`src/rtl/riscv_mem_arbiter.sv`:
```
// Fetch / load-store arbiter in front of one single-ported, variable-latency memory.
// Data wins ties, a streak counter bounds fetch starvation, and a timeout turns a hung memory into bus_err.
module riscv_mem_arbiter #(
    parameter int MAX_STREAK = 4,
    parameter int TIMEOUT    = 16
) (
    input  logic        clk,
    input  logic        rst_n,
    input  logic        if_req,
    input  logic [31:0] if_addr,
    output logic        if_done,
    output logic [31:0] if_rdata,
    input  logic        d_req,
    input  logic        d_we,
    input  logic [31:0] d_addr,
    input  logic [31:0] d_wdata,
    input  logic [3:0]  d_be,
    output logic        d_done,
    output logic [31:0] d_rdata,
    output logic        m_req,
    output logic        m_we,
    output logic [31:0] m_addr,
    output logic [31:0] m_wdata,
    output logic [3:0]  m_be,
    input  logic        m_ack,
    input  logic [31:0] m_rdata,
    output logic        bus_err
);
    localparam int SW = $clog2(MAX_STREAK + 1);
    localparam int TW = $clog2(TIMEOUT + 1);
    localparam logic [SW-1:0] STREAK_MAX = SW'(MAX_STREAK);
    localparam logic [TW-1:0] TMO_MAX    = TW'(TIMEOUT);

    typedef enum logic [1:0] {
        IDLE   = 2'd0,
        ACCESS = 2'd1,
        DONE   = 2'd2
    } state_e;

    state_e        state_q, state_d;
    logic [SW-1:0] streak_q, streak_d;
    logic [TW-1:0] tmo_q, tmo_d, tmo_inc;
    logic          err_q, err_d;
    logic          sel_data_q, sel_data_d;

    logic          we_q, we_d;
    logic [31:0]   addr_q, addr_d;
    logic [31:0]   wdata_q, wdata_d;
    logic [3:0]    be_q, be_d;
    logic [31:0]   rdata_q, rdata_d;

    logic          grant_data, grant_fetch;
    logic          latch_req, latch_rsp;
    logic          in_access, in_done;

    // Fetch only beats a pending data request once data has won MAX_STREAK times in a row.
    always_comb begin
        grant_data  = d_req && (!if_req || (streak_q != STREAK_MAX));
        grant_fetch = if_req && !grant_data;
    end

    assign tmo_inc = tmo_q + TW'(1);

    always_comb begin
        state_d    = state_q;
        streak_d   = streak_q;
        tmo_d      = tmo_q;
        err_d      = err_q;
        sel_data_d = sel_data_q;
        latch_req  = 1'b0;
        latch_rsp  = 1'b0;
        rdata_d    = '0;
        unique case (state_q)
            IDLE: begin
                tmo_d = '0;
                if (!if_req || grant_fetch) begin
                    streak_d = '0;
                end else if (streak_q != STREAK_MAX) begin
                    streak_d = streak_q + SW'(1);
                end
                if (grant_data || grant_fetch) begin
                    state_d    = ACCESS;
                    sel_data_d = grant_data;
                    err_d      = 1'b0;
                    latch_req  = 1'b1;
                end
            end
            ACCESS: begin
                tmo_d = tmo_inc;
                if (m_ack) begin
                    state_d   = DONE;
                    latch_rsp = 1'b1;
                    rdata_d   = we_q ? 32'h0 : m_rdata;
                end else if (tmo_inc == TMO_MAX) begin
                    state_d   = DONE;
                    err_d     = 1'b1;
                    latch_rsp = 1'b1;
                end
            end
            DONE: begin
                state_d = IDLE;
                tmo_d   = '0;
            end
            default: state_d = IDLE;
        endcase
    end

    // Fetches are always full-word reads; loads also read the whole word regardless of d_be.
    always_comb begin
        we_d    = grant_data & d_we;
        addr_d  = grant_data ? d_addr : if_addr;
        wdata_d = grant_data ? d_wdata : 32'h0;
        be_d    = (grant_data && d_we) ? d_be : 4'hF;
    end

    always_ff @(posedge clk or negedge rst_n) begin
        if (!rst_n) begin
            state_q    <= IDLE;
            streak_q   <= '0;
            tmo_q      <= '0;
            err_q      <= 1'b0;
            sel_data_q <= 1'b0;
        end else begin
            state_q    <= state_d;
            streak_q   <= streak_d;
            tmo_q      <= tmo_d;
            err_q      <= err_d;
            sel_data_q <= sel_data_d;
        end
    end

    // Request/response registers need no reset: every output they feed is gated by state_q.
    always_ff @(posedge clk) begin
        if (latch_req) begin
            we_q    <= we_d;
            addr_q  <= addr_d;
            wdata_q <= wdata_d;
            be_q    <= be_d;
        end
        if (latch_rsp) begin
            rdata_q <= rdata_d;
        end
    end

    assign in_access = (state_q == ACCESS);
    assign in_done   = (state_q == DONE);

    assign m_req   = in_access;
    assign m_we    = in_access & we_q;
    assign m_addr  = in_access ? addr_q  : 32'h0;
    assign m_wdata = in_access ? wdata_q : 32'h0;
    assign m_be    = in_access ? be_q    : 4'h0;

    assign if_done  = in_done & ~sel_data_q;
    assign d_done   = in_done & sel_data_q;
    assign bus_err  = in_done & err_q;
    assign if_rdata = if_done ? rdata_q : 32'h0;
    assign d_rdata  = d_done  ? rdata_q : 32'h0;

endmodule
```
`config.mk`:
```
export PLATFORM = sky130hd
export DESIGN_NAME = riscv_mem_arbiter
export DESIGN_NICKNAME = d
export VERILOG_FILES = /design/src/rtl/riscv_mem_arbiter.sv
export SDC_FILE = /design/constraint.sdc
export NUM_CORES = 1
export LEC_CHECK = 0
export BUFFER_PORTS_ARGS = -buffer_cell sky130_fd_sc_hd__buf_2
export CORE_MARGIN = 3
export CORE_UTILIZATION = 40
export CTS_CLUSTER_SIZE = 14
export DETAILED_ROUTE_END_ITERATION = 10
export PLACE_DENSITY = 0.71
export SLEW_MARGIN = 5
export SYNTH_ARGS = -nofsm -noshare
export SYNTH_HDL_FRONTEND = slang
export SYNTH_SLANG_ARGS = --single-unit
```
`constraint.sdc`:
```
create_clock -name clk -period 3.9 [get_ports clk]
set_input_delay 0.195 -clock clk [delete_from_list [all_inputs] [get_ports clk]]
set_output_delay 0.195 -clock clk [all_outputs]
set_load 0.01 [all_outputs]
```
=== After elaboration in Yosys (flattened, before gate mapping) ===
Index checks and enable logic that the tools add are counted.

* Input bits: 138
* Output and inout bits: 137
* Word-level logic and storage cells: 68
* RAM bits: 0
* Register bits: 113
* Bits in read-only memories: 0
* Memories: 0
* Latch bits: 0

* Reduce and logical (&&, ||, !) cells: 18
* Add/subtract/negate cells: 2
* Multiplexer cells: 22
* Equality and inequality tests: 8
* Magnitude comparators: 0
* Multiply operators: 0
* Shift operators: 0
* Divide/modulo/power cells: 0
* Bitwise gates (word level): 8

{| class="wikitable"
|+ Operator list
! operator !! number
|-
| $mux W32 || 5
|-
| $pmux W5 S2 || 1
|-
| $mux W1 || 8
|-
| $mux W2 || 3
|-
| $mux W3 || 2
|-
| $reduce_and A2 Y1 || 3
|-
| $reduce_bool A2 Y1 || 3
|-
| $add A5 B1 Y5 const B || 1
|-
| $and A1 B1 Y1 || 5
|-
| $eq A5 B5 Y1 const B || 1
|-
| $mux W4 || 1
|-
| $ne A2 B2 Y1 const B || 2
|-
| $pmux W2 S2 || 1
|-
| $reduce_and A4 Y1 || 1
|-
| $add A3 B1 Y3 const B || 1
|-
| $logic_and A1 B1 Y1 || 3
|-
| $logic_or A1 B1 Y1 || 3
|-
| $ne A3 B2 Y1 const B || 1
|-
| $ne A3 B3 Y1 const B || 1
|-
| $not A1 Y1 || 3
|-
| $reduce_or A3 Y1 || 1
|-
| $eq A2 B1 Y1 const B || 1
|-
| $eq A2 B2 Y1 const B || 1
|-
| $logic_not A1 Y1 || 2
|-
| 4 further kinds || 4
|}

=== Logic depth before layout (Yosys ltp) ===
Gate-level depths: netlist of run 1.

* Depth after elaboration: 8
* Depth in mapped cells: 6
* Mapped depth without buffers: 5

=== Least setup slack after synthesis of run 1 ===
Ideal clock, no wire load.

* Kind: flip-flop to flip-flop
* From: reg state_q[1]
* To: reg rdata_q[0], enable pin
* Data arrival time: 3003 ps
* Period minus slack after synthesis: 3468 ps
* Stages on the path, launching flop included: 5
* Path buffers: 1
* Setup time: 466 ps
* Required time: 3434 ps
* Path slack: 432 ps
* Cells stage by stage: dfrtp_1 -> nor2b_1 -> buf_4 -> nand3_1 -> o21ai_0

* Cells in the longest elaborated chain, start to end: 2

{| class="wikitable"
|+ RTL lines
! item !! RTL line !! text
|-
| start: declaration || 40 || <nowiki>state_e state_q, state_d;</nowiki>
|-
| start signal: assignment || 124 || <nowiki>state_q <= state_d;</nowiki>
|-
| $eq A2 B1 Y1 || 73 || <nowiki>unique case (state_q)</nowiki>
|-
| $mux W1 || 73 ||
|-
| named net latch_rsp || 53 || <nowiki>logic latch_req, latch_rsp;</nowiki>
|-
| end signal: assignment || 141 || <nowiki>rdata_q <= rdata_d;</nowiki>
|-
| end: declaration || 50 || <nowiki>logic [31:0] rdata_q, rdata_d;</nowiki>
|}

The timed path passes the listed nets, and every way through them passes these cells.
A chain may end at the register's enable or synchronous reset.

=== Worst setup path in the final report of run 1 ===
* From: reg state_q[0]
* To: reg rdata_q[14], enable pin

The elaborated chain is that of the path after synthesis.

==> parameters.txt, run 1 <==
Parameter                              Value

Placement
  Final weighted congestion of routability-driven global placement    0.793
  Buffers added on ports    274
  Cell count after placement    853
  HPWL after DPL    9.55 mm

Finish
  Number of antenna repair diodes    0
  Area of the multi-input gates    0.00205 mm2
  Sequential standard cell area    0.00333 mm2
  Layout-stage area growth over the synthesis result    35.2%
  Fraction of layout cells with a size suffix above 1    0.471
  Layout Nets    838
  Number of filler instances in the final layout    1,144
  Final Instance Count excl. Fillers    885

Synthesis
  Warnings from Yosys    0
  Synth Instances    430
  Mean Syn Cell Area    13.0 um2
  Sequential cell area fraction in the yosys report    0.598
  Yosys reg bits    113
  Number of library cell types mapped by synthesis    40
  Largest area contributor in the netlist    sky130_fd_sc_hd__edfxtp_1
  Yosys top cell area share    0.544
  Number of nets produced by synthesis    571
  Top cells by area, synth    sky130_fd_sc_hd__edfxtp_1, sky130_fd_sc_hd__and2_1, sky130_fd_sc_hd__dfrtp_1
  Post-synthesis instance area    0.00557 mm2

Drt
  Count of TritonRoute iterations in the first routing pass    4
  Total via count after detailed routing    4,083
  Post-detailed-routing wire length    13.0 mm
  Post-route antenna net violation count    0
  Post-route DRC violation count    0
  Starting DRC count in detailed routing    190
  WL/cell    14.6 um
  Number of vias per cell    4.61

Clock network
  Buffers inserted during post-CTS setup optimization    0
  Maximum level of the CTS H-tree    4
  TritonCTS clock tree    yes
  Clock Root Buffer    sky130_fd_sc_hd__clkbuf_16
  Total clock sinks    113
  Number of CTS-inserted buffers    17
  Clock Pin Slew Worst Setup and Hold Paths    50 ps
  Buffer depth of the longest clock path    2
  Clock latency of the later-clocked register in the worst-skew pair    400 ps

STA
  Setup repair after global routing missed its margin    false
  Setup skew after layout    6.63 ps
  Rel. slew slack    0.379
  Share of the cycle needed by the critical path after routing    0.629
  Clock period minus worst slack    2460 ps
  Final Max Tran Viols    0
  Sum of negative setup slack    0 ps
  Slew at the pin with the worst max-slew slack    928 ps
  Fmax    407 MHz
  Setup violation total in the final timing report    0
  Hold Vio Cnt, Final    0

Global routing
  Overall routing resource usage    0.163
  Maximum number of pins on one net before global-route repair    44
  Initial antenna violation count    0
  First-pass GRT wire length    18.8 mm
  M1 GR Usage    0.188
  GRT Max-Usage Layer    met2
  Global routing usage on met2    0.278
  Grt total ovfl    0
  Met3 Track Usage GR    0.0618
  Vias in the first global route    3,909

Floorplanning
  Die span in y    124 um
  I/O pin count    275
  Initial standard-cell utilization of the core    0.414
  Die ar.    0.0154 mm2
  Area of the core region    0.0135 mm2
  Number of standard-cell rows in the floorplan    42
  Die outline width    124 um

Worst setup path
  Critical Path AT    2470 ps
  Setup CP Type    flop to flop
  Setup crit start kind    flop
  Slowest cell on crit path    sky130_fd_sc_hd__o21ai_4
  Series of cell instances along the critical path    nor2b_4 > nand3_1 > o21ai_4
  Element type at the critical path end    flop
  Data required time at the worst endpoint    3920 ps
  Biggest fanout along the worst timing path    32
  Worst path max stage delay    760 ps

Power
  Power density over cell area    603 mW/mm2
  Worst-case vdd ir drop    0.318 mV
  Leakage component of the power    0.00357 uW

Worst hold path
  Worst min-delay path class    primary input to flop

Flow run
  Max-cap check violation count    0

Outcome
  Result of the run    finished, final reports clean
==> Yosys cell counts <==
library cell / number
sky130_fd_sc_hd__clkbuf_1: 14
sky130_fd_sc_hd__buf_4: 3
sky130_fd_sc_hd__o21ai_0: 6
sky130_fd_sc_hd__mux2i_1: 1
sky130_fd_sc_hd__and3b_4: 1
sky130_fd_sc_hd__ha_1: 3
sky130_fd_sc_hd__nand2b_1: 5
sky130_fd_sc_hd__inv_1: 3
sky130_fd_sc_hd__dfrtp_1: 12
sky130_fd_sc_hd__nand2_1: 2
sky130_fd_sc_hd__buf_12: 3
sky130_fd_sc_hd__nand2_8: 1
sky130_fd_sc_hd__nand4b_1: 2
sky130_fd_sc_hd__nand3_4: 1
sky130_fd_sc_hd__o211ai_1: 1
sky130_fd_sc_hd__and3_1: 33
sky130_fd_sc_hd__nor3b_1: 1
sky130_fd_sc_hd__a2111oi_2: 1
sky130_fd_sc_hd__mux2_2: 26
sky130_fd_sc_hd__buf_6: 3
sky130_fd_sc_hd__buf_2: 4
sky130_fd_sc_hd__xnor2_1: 4
sky130_fd_sc_hd__and2_1: 169
sky130_fd_sc_hd__nor3b_4: 1
sky130_fd_sc_hd__nor2b_1: 3
sky130_fd_sc_hd__clkbuf_2: 2
sky130_fd_sc_hd__nand4_1: 1
sky130_fd_sc_hd__nand3_1: 3
sky130_fd_sc_hd__o22a_1: 1
sky130_fd_sc_hd__and4b_1: 1
sky130_fd_sc_hd__nor2_2: 1
sky130_fd_sc_hd__o22ai_1: 2
sky130_fd_sc_hd__nor3b_2: 1
sky130_fd_sc_hd__and3b_1: 1
sky130_fd_sc_hd__nor2_1: 3
sky130_fd_sc_hd__mux2_1: 6
sky130_fd_sc_hd__or2_4: 1
sky130_fd_sc_hd__edfxtp_1: 101
sky130_fd_sc_hd__a21oi_1: 2
sky130_fd_sc_hd__nor4bb_1: 1
==> worst max-delay path: cells and delay by family (launching register included) <==
family,cells,cell delay [ps]
AND/OR/NAND/NOR,2,760
AO/OA/AOI/OAI,1,760
flip-flops,1,550
==> what timing repair did <==
| action | CTS | global route |
|---|---|---|
| endpoints found under the hold margin | 12 | 0 |
| resized for setup | 0 | 0 |
| hold buffers | 1 | 0 |
==> final cells by class <==
cell class | instances | area share
clock buffer | 20 | 0.0579
clock inverter | 11 | 0.00963
inverter | 3 | 0.00149
multi-input combinational | 285 | 0.273
sequential | 113 | 0.442
tap | 176 | 0.0292
timing repair buffer | 277 | 0.187
==> cells by family after synthesis <==
logic type | share of synthesized area
fa+ha+maj | 0.00673
xor+xnor | 0.00628
flops | 0.598
simple gates | 0.270
compound gates | 0.0150
buf+inv | 0.0377
mux | 0.0664
==> per-layer routing <==
layer	wire, um	up-vias
li1	-	2018
met1	4950	1836
met2	6370	215
met3	1480	14
met4	160	0
met5	0	-
==> through the flow <==
step	setup WS [ps]	utilization	hold WS, ps	total power (uW)	cell area, um2
finish	1440	0.560	53.5	4550	7540
global route	1130	0.560	39.3	4830	7540
CTS	1360	0.560	34.2	4620	7540
detailed placement	1370	0.522	92.8	3270	7020
global placement	1450	0.522	85.6	3230	7020
floorplan	432	-	-101	2700	5570
==> where the power goes <==
part           internal (uW)  leakage (uW)  switching [uW]
clock                    850      0.000252             483
combinational            580       0.00219             790
sequential              1720       0.00112             121
==> path summary, 6_finish.rpt <==
check / startpoint / endpoint / slack, ps / cells after the start
setup / recovery: state_q[0] / rdata_q[14] / 1440 / 3
hold / removal: d_be[1] / be_q[1] / 50 / 2
setup reg to reg: state_q[0] / rdata_q[14] / 1440 / 3
hold reg to reg: streak_q[2] / streak_q[2] / 560 / 1
max in group asynchronous: rst_n / streak_q[1] / 3440 / 2
min in group asynchronous: rst_n / streak_q[2] / 230 / 2
==> sequential cells by signal, summed over array words and instances, names as in the netlist <==
signal and cells:
tmo_q 5, be_q 4, we_q 1, rdata_q 32
streak_q 3, wdata_q 32, addr_q 32, err_q 1
sel_data_q 1, state_q 2
==> placed cells by master (no fill, tap or decap), types with 3 or more instances in the layout <==
| master | instances |
|---|---|
| sky130_fd_sc_hd__nand2b_1 | 5 |
| sky130_fd_sc_hd__nor2_1 | 3 |
| sky130_fd_sc_hd__clkbuf_1 | 3 |
| sky130_fd_sc_hd__dfrtp_1 | 12 |
| sky130_fd_sc_hd__mux2_2 | 26 |
| sky130_fd_sc_hd__and3_1 | 33 |
| sky130_fd_sc_hd__mux2_1 | 6 |
| sky130_fd_sc_hd__and2_1 | 169 |
| sky130_fd_sc_hd__buf_2 | 274 |
| sky130_fd_sc_hd__clkbuf_16 | 17 |
| sky130_fd_sc_hd__clkinv_2 | 4 |
| sky130_fd_sc_hd__nand3_1 | 3 |
| sky130_fd_sc_hd__ha_1 | 3 |
| sky130_fd_sc_hd__xnor2_1 | 4 |
| sky130_fd_sc_hd__inv_1 | 3 |
| sky130_fd_sc_hd__edfxtp_1 | 101 |
| sky130_fd_sc_hd__clkinv_1 | 6 |
| sky130_fd_sc_hd__o21ai_0 | 5 |
(Power assumes the default switching activity.)
==> run 2, diff against run 1 <==
--- a/config.mk
+++ b/config.mk
@@ -5,12 +5,13 @@
 export SDC_FILE = /design/constraint.sdc
 export NUM_CORES = 1
 export LEC_CHECK = 0
+export ABC_AREA = 1
 export BUFFER_PORTS_ARGS = -buffer_cell sky130_fd_sc_hd__buf_2
 export CORE_MARGIN = 3
 export CORE_UTILIZATION = 40
 export CTS_CLUSTER_SIZE = 14
 export DETAILED_ROUTE_END_ITERATION = 10
-export PLACE_DENSITY = 0.71
+export PLACE_DENSITY = 0.74
 export SLEW_MARGIN = 5
 export SYNTH_ARGS = -nofsm -noshare
 export SYNTH_HDL_FRONTEND = slang
==> constraint.sdc (replaced) <==
create_clock -name clk -period 2.1 [get_ports clk]
set_input_delay 0.105 -clock clk [delete_from_list [all_inputs] [get_ports clk]]
set_output_delay 0.105 -clock clk [all_outputs]
set_load 0.01 [all_outputs]
==> run 2 against run 1 <==
Net effect: area after synthesis is 0.61% higher; via count is 43% higher; global-route usage is 8.4 points higher; total power is 110% higher; worst setup slack worse by 1400 ps; core utilization is 11 points higher; combinational power is 120% higher; flip-flop and latch count stayed put; critical path depth is 2 higher; wire length is 46% higher; critical endpoint is now d_rdata[10]; largest cell class unchanged; highest routed layer unchanged.
==> parameters.txt, run 2 <==
Parameter                              Value

Finish
  Layout Nets    1,210 (+44%)
  Number of antenna repair diodes    0 (unchanged)
  Final cell utilization of the core    0.670 (+0.109)
  Commonest non-fill, non-tap cell in the layout    sky130_fd_sc_hd__buf_2
  Sequential standard cell area    0.00333 mm2 (unchanged)
  Biggest registers after layout    addr_q x32, rdata_q x32, wdata_q x32
  Layout-stage area growth over the synthesis result    60.6%
  Fraction of layout cells with a size suffix above 1    0.302 (-0.169)
  Area of the multi-input gates    0.00144 mm2 (-30%)
  Number of filler instances in the final layout    933 (-18%)
  Leading cell types in the layout, fill and taps excluded    sky130_fd_sc_hd__buf_2, sky130_fd_sc_hd__nor2_1, sky130_fd_sc_hd__inv_1

Drt
  Highest routing layer actually used    met4
  Sum of met3 wire segment lengths after detailed routing    1.76 mm (+19%)
  Number of vias per cell    4.63 (+0.26%)
  Starting DRC count in detailed routing    301 (+58%)
  WL/cell    15.0 um (+2.6%)
  Post-route antenna net violation count    0 (unchanged)
  Met2 routed WL    9.37 mm (+47%)
  Routed metal-1 wire length    6.66 mm (+35%)
  Count of TritonRoute iterations in the first routing pass    5 (+1)
  Total via count after detailed routing    5,819 (+43%)
  Post-route DRC violation count    0 (unchanged)
  Post-detailed-routing wire length    18.9 mm (+46%)

Worst setup path
  Slowest cell on crit path    sky130_fd_sc_hd__dfrtp_1
  Critical Path AT    1910 ps (-560 ps)
  Setup CP Type    flop to primary output
  Worst path max stage delay    430 ps (-330 ps)
  Biggest fanout along the worst timing path    32 (unchanged)
  Setup crit start kind    flop
  Series of cell instances along the critical path    or2_4 > nor2_4 > inv_2 > nor2_1 > buf_2
  Data required time at the worst endpoint    2000 ps (-1920 ps)
  Element type at the critical path end    primary output

Floorplanning
  I/O pin count    275 (unchanged)
  Area of the core region    0.0135 mm2 (unchanged)
  Initial standard-cell utilization of the core    0.417 (+0.00251)
  Die ar.    0.0155 mm2 (+0.58%)
  Die outline width    124 um (+0.29%)
  Number of standard-cell rows in the floorplan    42 (unchanged)
  Die span in y    124 um (+0.29%)

Clock network
  Buffer depth of the longest clock path    2 (unchanged)
  Number of CTS-inserted buffers    17 (unchanged)
  CTS hold repair buffers    119 (+118)
  Clock latency of the later-clocked register in the worst-skew pair    410 ps (about the same)
  Maximum level of the CTS H-tree    4 (unchanged)
  Clock Root Buffer    sky130_fd_sc_hd__clkbuf_16
  Total clock sinks    113 (unchanged)
  TritonCTS clock tree    yes
  Buffers inserted during post-CTS setup optimization    0 (unchanged)
  Clock Pin Slew Worst Setup and Hold Paths    50 ps (about the same)
  Total of cells resized after clock tree synthesis    0 (unchanged)

STA
  WHS    10.8 ps (-42.8 ps)
  Slew at the pin with the worst max-slew slack    592 ps (-336 ps)
  Clock period minus worst slack    2010 ps
  Setup violation total in the final timing report    0 (unchanged)
  Final Max Tran Viols    0 (unchanged)
  Hold Vio Cnt, Final    0 (unchanged)
  Fmax    497 MHz
  Setup skew after layout    8.11 ps (+1.47 ps)
  Sum of negative setup slack    0 ps (unchanged)
  Share of the cycle needed by the critical path after routing    0.958
  Rel. slew slack    0.605 (+0.226)
  Setup repair after global routing missed its margin    false
  Worst-case setup margin in the final layout    88.3 ps (-1360 ps)

Global routing
  Grt total ovfl    0 (unchanged)
  Vias in the first global route    6,246 (+60%)
  Overall routing resource usage    0.247 (+0.0839)
  Maximum number of pins on one net before global-route repair    55 (+25%)
  First-pass GRT wire length    30.5 mm (+62%)
  Initial antenna violation count    0 (unchanged)

Flow run
  Max-cap check violation count    0 (unchanged)

Synthesis
  Mean Syn Cell Area    8.32 um2 (-36%)
  Post-synthesis instance area    0.00561 mm2 (+0.61%)
  Number of library cell types mapped by synthesis    21 (-48%)
  Top cells by area, synth    sky130_fd_sc_hd__edfxtp_1, sky130_fd_sc_hd__nor2_1, sky130_fd_sc_hd__inv_1
  Number of nets produced by synthesis    815 (+43%)
  Number of flops mapped to enable cells by yosys    101 (unchanged)
  Dominant synthesized flop cell    sky130_fd_sc_hd__edfxtp_1
  Cell with the most instances after synthesis    sky130_fd_sc_hd__nor2_1
  Synth Instances    674 (+57%)
  Yosys top cell area share    0.541 (-0.00328)
  Warnings from Yosys    0 (unchanged)
  Sequential cell area fraction in the yosys report    0.594 (-0.00360)
  Largest area contributor in the netlist    sky130_fd_sc_hd__edfxtp_1
  Share of flip-flops with an asynchronous set or reset    0.106 (unchanged)
  Yosys reg bits    113 (unchanged)
  Commonest cells in the netlist    sky130_fd_sc_hd__nor2_1, sky130_fd_sc_hd__inv_1, sky130_fd_sc_hd__nand2_1, sky130_fd_sc_hd__edfxtp_1, sky130_fd_sc_hd__buf_2

Placement
  Final weighted congestion of routability-driven global placement    0.902 (+14%)
  HPWL after DPL    11.0 mm (+15%)
  Worst-case setup slack after placement    304 ps (-1070 ps)
  Buffers added on ports    274 (unchanged)

Power
  Leakage component of the power    0.00497 uW (+39%)
  Worst-case vdd ir drop    0.548 mV (+72%)
  Total power    9620 uW (+110%)
  Power density over cell area    1070 mW/mm2 (+77%)

Worst hold path
  Worst min-delay path class    primary input to flop

Outcome
  Result of the run    finished, final reports clean
run 2: worst max-delay path: cells and delay by family, from the launching register on:
family,cells,cell delay [ps]
DFF,1,430
buffers and inverters,2,390
and+or+nand+nor,3,680
run 2: power by group:
part | internal, uW | switching (uW)
Clock | 2200 | 953
Sequential | 3210 | 210
Combinational | 1070 | 1970
Total | 6480 | 3140
run 2: kinds of logic (layout without fill, tap and decap cells):
kind of cell,Yosys count,after routing,synth area share
AO/OA/AOI/OAI,13,13,0.0120
AND/OR/NAND/NOR,334,334,0.233
XOR/XNOR,1,1,0.00156
adder cells (fa/ha/maj),3,3,0.00669
buffers and inverters,210,618,0.152
flip-flops,113,113,0.594
run 2: layer usage:
layer | vias to the layer above | GRT usage
li1 | 2761 | -
met1 | 2592 | 0.254
met2 | 382 | 0.428
met3 | 84 | 0.0828
met4 | 0 | 0.160
met5 | - | 0
run 2: metrics by stage:
| step | instances | instance area [um2] |
|---|---|---|
| 4_1_cts | 1258 | 9010 |
| 3_5_place_dp | 1107 | 7170 |
| 2_1_floorplan | 674 | 5630 |
| 5_1_grt | 1258 | 9010 |
| 3_3_place_gp | 1107 | 7170 |
| 6_report | 1258 | 9010 |
run 2: worst paths after layout:
check | startpoint | endpoint | slack, ps | cells past startpoint
worst max-delay path | state_q[0] | d_rdata[10] | 90 | 5
worst min-delay path | m_rdata[0] | rdata_q[0] | 10 | 3
worst max register to register | tmo_q[0] | rdata_q[4] | 290 | 8
worst min register to register | tmo_q[0] | tmo_q[0] | 530 | 1
max in group asynchronous | rst_n | tmo_q[2] | 1770 | 2
min in group asynchronous | rst_n | streak_q[1] | 110 | 2
run 2: area by class of cell:
class	instances	share of cell area
Sequential cell	113	0.370
Timing Repair Buffer	403	0.297
Multi-Input combinational cell	351	0.160
Inverter	183	0.0767
Clock buffer	19	0.0481
Tap cell	176	0.0244
Clock inverter	13	0.0239
==> run 3, diff against run 2 <==
--- a/config.mk
+++ b/config.mk
@@ -12,7 +12,6 @@
 export CTS_CLUSTER_SIZE = 14
 export DETAILED_ROUTE_END_ITERATION = 10
 export PLACE_DENSITY = 0.74
-export SLEW_MARGIN = 5
 export SYNTH_ARGS = -nofsm -noshare
 export SYNTH_HDL_FRONTEND = slang
 export SYNTH_SLANG_ARGS = --single-unit
==> constraint.sdc (replaced) <==
create_clock -name clk -period 2.1 [get_ports clk]
set_input_delay 0.21 -clock clk [delete_from_list [all_inputs] [get_ports clk]]
set_output_delay 0.21 -clock clk [all_outputs]
set_load 0.01 [all_outputs]
==> run 3 against run 2 <==
Net effect: design area shrank 13%; register-to-register slack is essentially flat; total power shrank 5.3%; global-route usage shrank 6.0 points; clock skew shrank 3.6 ps; clock power shrank 8.2%; clock-buffer cell count shrank 1; wire length shrank 24%; final cell count shrank 9.4%; critical path type unchanged; largest cell class unchanged.
==> parameters.txt, run 3 (synthesis results as in run 2) <==
Parameter                              Value

STA
  Setup repair after global routing missed its margin    false
  Setup skew after layout    4.49 ps (-3.62 ps)
  Share of the cycle needed by the critical path after routing    0.918 (-0.0401)
  Setup violation total in the final timing report    0 (unchanged)
  Fmax    519 MHz (+4.4%)
  Clock period minus worst slack    1930 ps (-84.1 ps)
  Hold Vio Cnt, Final    0 (unchanged)
  Slew at the pin with the worst max-slew slack    590 ps (-2.54 ps)
  Sum of negative setup slack    0 ps (unchanged)
  Rel. slew slack    0.606 (+0.00170)
  Final Max Tran Viols    0 (unchanged)

Drt
  WL/cell    12.5 um (-17%)
  Post-route antenna net violation count    0 (unchanged)
  Post-route DRC violation count    0 (unchanged)
  Post-detailed-routing wire length    14.3 mm (-24%)
  Number of vias per cell    4.29 (-7.3%)
  Starting DRC count in detailed routing    228 (-24%)
  Total via count after detailed routing    4,887 (-16%)
  Count of TritonRoute iterations in the first routing pass    4 (-1)

Global routing
  Vias in the first global route    4,763 (-24%)
  Initial antenna violation count    2 (+2)
  Maximum number of pins on one net before global-route repair    55 (unchanged)
  First-pass GRT wire length    22.9 mm (-25%)
  Grt total ovfl    0 (unchanged)
  Overall routing resource usage    0.187 (-0.0600)

Finish
  Leading cell types in the layout, fill and taps excluded    sky130_fd_sc_hd__buf_2, sky130_fd_sc_hd__nor2_1, sky130_fd_sc_hd__inv_1
  Layout-stage area growth over the synthesis result    39.0%
  Layout Nets    1,092 (-9.8%)
  Area of the multi-input gates    0.00144 mm2 (unchanged)
  Commonest non-fill, non-tap cell in the layout    sky130_fd_sc_hd__buf_2
  Number of filler instances in the final layout    1,225 (+31%)
  Sequential standard cell area    0.00333 mm2 (unchanged)
  Fraction of layout cells with a size suffix above 1    0.338 (+0.0360)
  Number of antenna repair diodes    0 (unchanged)
  Final cell utilization of the core    0.579 (-0.0901)
  Biggest registers after layout    addr_q x32, rdata_q x32, wdata_q x32
  Final Instance Count excl. Fillers    1,140 (-9.4%)

Floorplanning
  Die outline width    124 um (unchanged)
  Die ar.    0.0155 mm2 (unchanged)
  Initial standard-cell utilization of the core    0.417 (unchanged)
  Die span in y    124 um (unchanged)
  Area of the core region    0.0135 mm2 (unchanged)
  Number of standard-cell rows in the floorplan    42 (unchanged)
  I/O pin count    275 (unchanged)

Power
  Leakage component of the power    0.00446 uW (-10%)
  Worst-case vdd ir drop    0.544 mV (-0.80%)
  Total power    9100 uW (-5.3%)
  Power density over cell area    1170 mW/mm2 (+9.4%)

Placement
  Buffers added on ports    274 (unchanged)
  HPWL after DPL    10.7 mm (-2.4%)
  Cell count after placement    1,107 (unchanged)
  Final weighted congestion of routability-driven global placement    0.867 (-3.8%)

Worst setup path
  Setup CP Type    flop to primary output
  Biggest fanout along the worst timing path    32 (unchanged)
  Critical Path AT    1720 ps (-190 ps)
  Element type at the critical path end    primary output
  Setup crit start kind    flop
  Data required time at the worst endpoint    1890 ps (-110 ps)

Clock network
  TritonCTS clock tree    yes
  Buffer depth of the longest clock path    2 (unchanged)
  Total clock sinks    113 (unchanged)
  Number of CTS-inserted buffers    17 (unchanged)
  Clock Pin Slew Worst Setup and Hold Paths    50 ps (about the same)
  Clock Root Buffer    sky130_fd_sc_hd__clkbuf_16
  Maximum level of the CTS H-tree    4 (unchanged)
  Clock latency of the later-clocked register in the worst-skew pair    410 ps (about the same)

Outcome
  Result of the run    finished, final reports clean

Flow run
  Max-cap check violation count    0 (unchanged)

Worst hold path
  Worst min-delay path class    primary input to flop
-- run 3: what timing repair did --
| item | 4_1_cts | 5_1_grt |
|---|---|---|
| hold endpoints to repair | 12 | 0 |
| hold buffers | 1 | 0 |
| setup buffers | 0 | 0 |
| resized for setup | 0 | 4 |
| setup endpoints to repair | 0 | 31 |
-- run 3: per-layer routing --
metal,share of wire,up-vias,global-route usage
met5,0.0015,-,0
met4,0.018,4,0.0671
met3,0.092,24,0.0682
li1,-,2518,-
met1,0.39,2121,0.213
met2,0.50,220,0.323
-- run 3: area by class of cell --
type,count,share of cell area
clock buffer,18,0.0551
clock inverter,14,0.0218
inverter,183,0.0892
timing repair buffer,285,0.193
multi-input combinational,351,0.185
tap,176,0.0283
sequential,113,0.428
-- run 3: power by group --
group          switching, uW  leakage, uW  total [uW]  internal (uW)
clock network            951     0.000291        2900           1950
logic                   1840      0.00304        2790            952
registers                201      0.00113        3410           3210
total                   2990      0.00446        9100           6110
-- run 3: worst paths after layout --
| path | from | endpoint | slack (ps) | depth (start not counted) |
|---|---|---|---|---|
| min in group asynchronous | rst_n | state_q[0] | 210 | 2 |
| max | state_q[0] | d_rdata[12] | 170 | 5 |
| min reg2reg | err_q | err_q | 520 | 2 |
| max in group asynchronous | rst_n | streak_q[0] | 1670 | 2 |
| max reg2reg | tmo_q[0] | rdata_q[5] | 300 | 8 |
| min | d_be[0] | be_q[0] | 60 | 3 |
-- run 3: worst max-delay path: stages (launching register included) --
cell                      delay (ps)
sky130_fd_sc_hd__dfrtp_1         430
sky130_fd_sc_hd__or2_4           300
sky130_fd_sc_hd__nor2_4          120
sky130_fd_sc_hd__inv_4           140
sky130_fd_sc_hd__nor2_1          160
sky130_fd_sc_hd__buf_2           150
-- run 3: through the flow --
stage / worst slack, ps / hold slack, ps / cell area, um2
floorplan: 32.3 / -85.6 / 5630
finish: 172 / 59.0 / 7790
detailed placement: 322 / 101 / 7180
CTS: 38.9 / 43.0 / 7790
global route: 50.5 / 56.6 / 7790
global placement: 376 / 98.5 / 7180
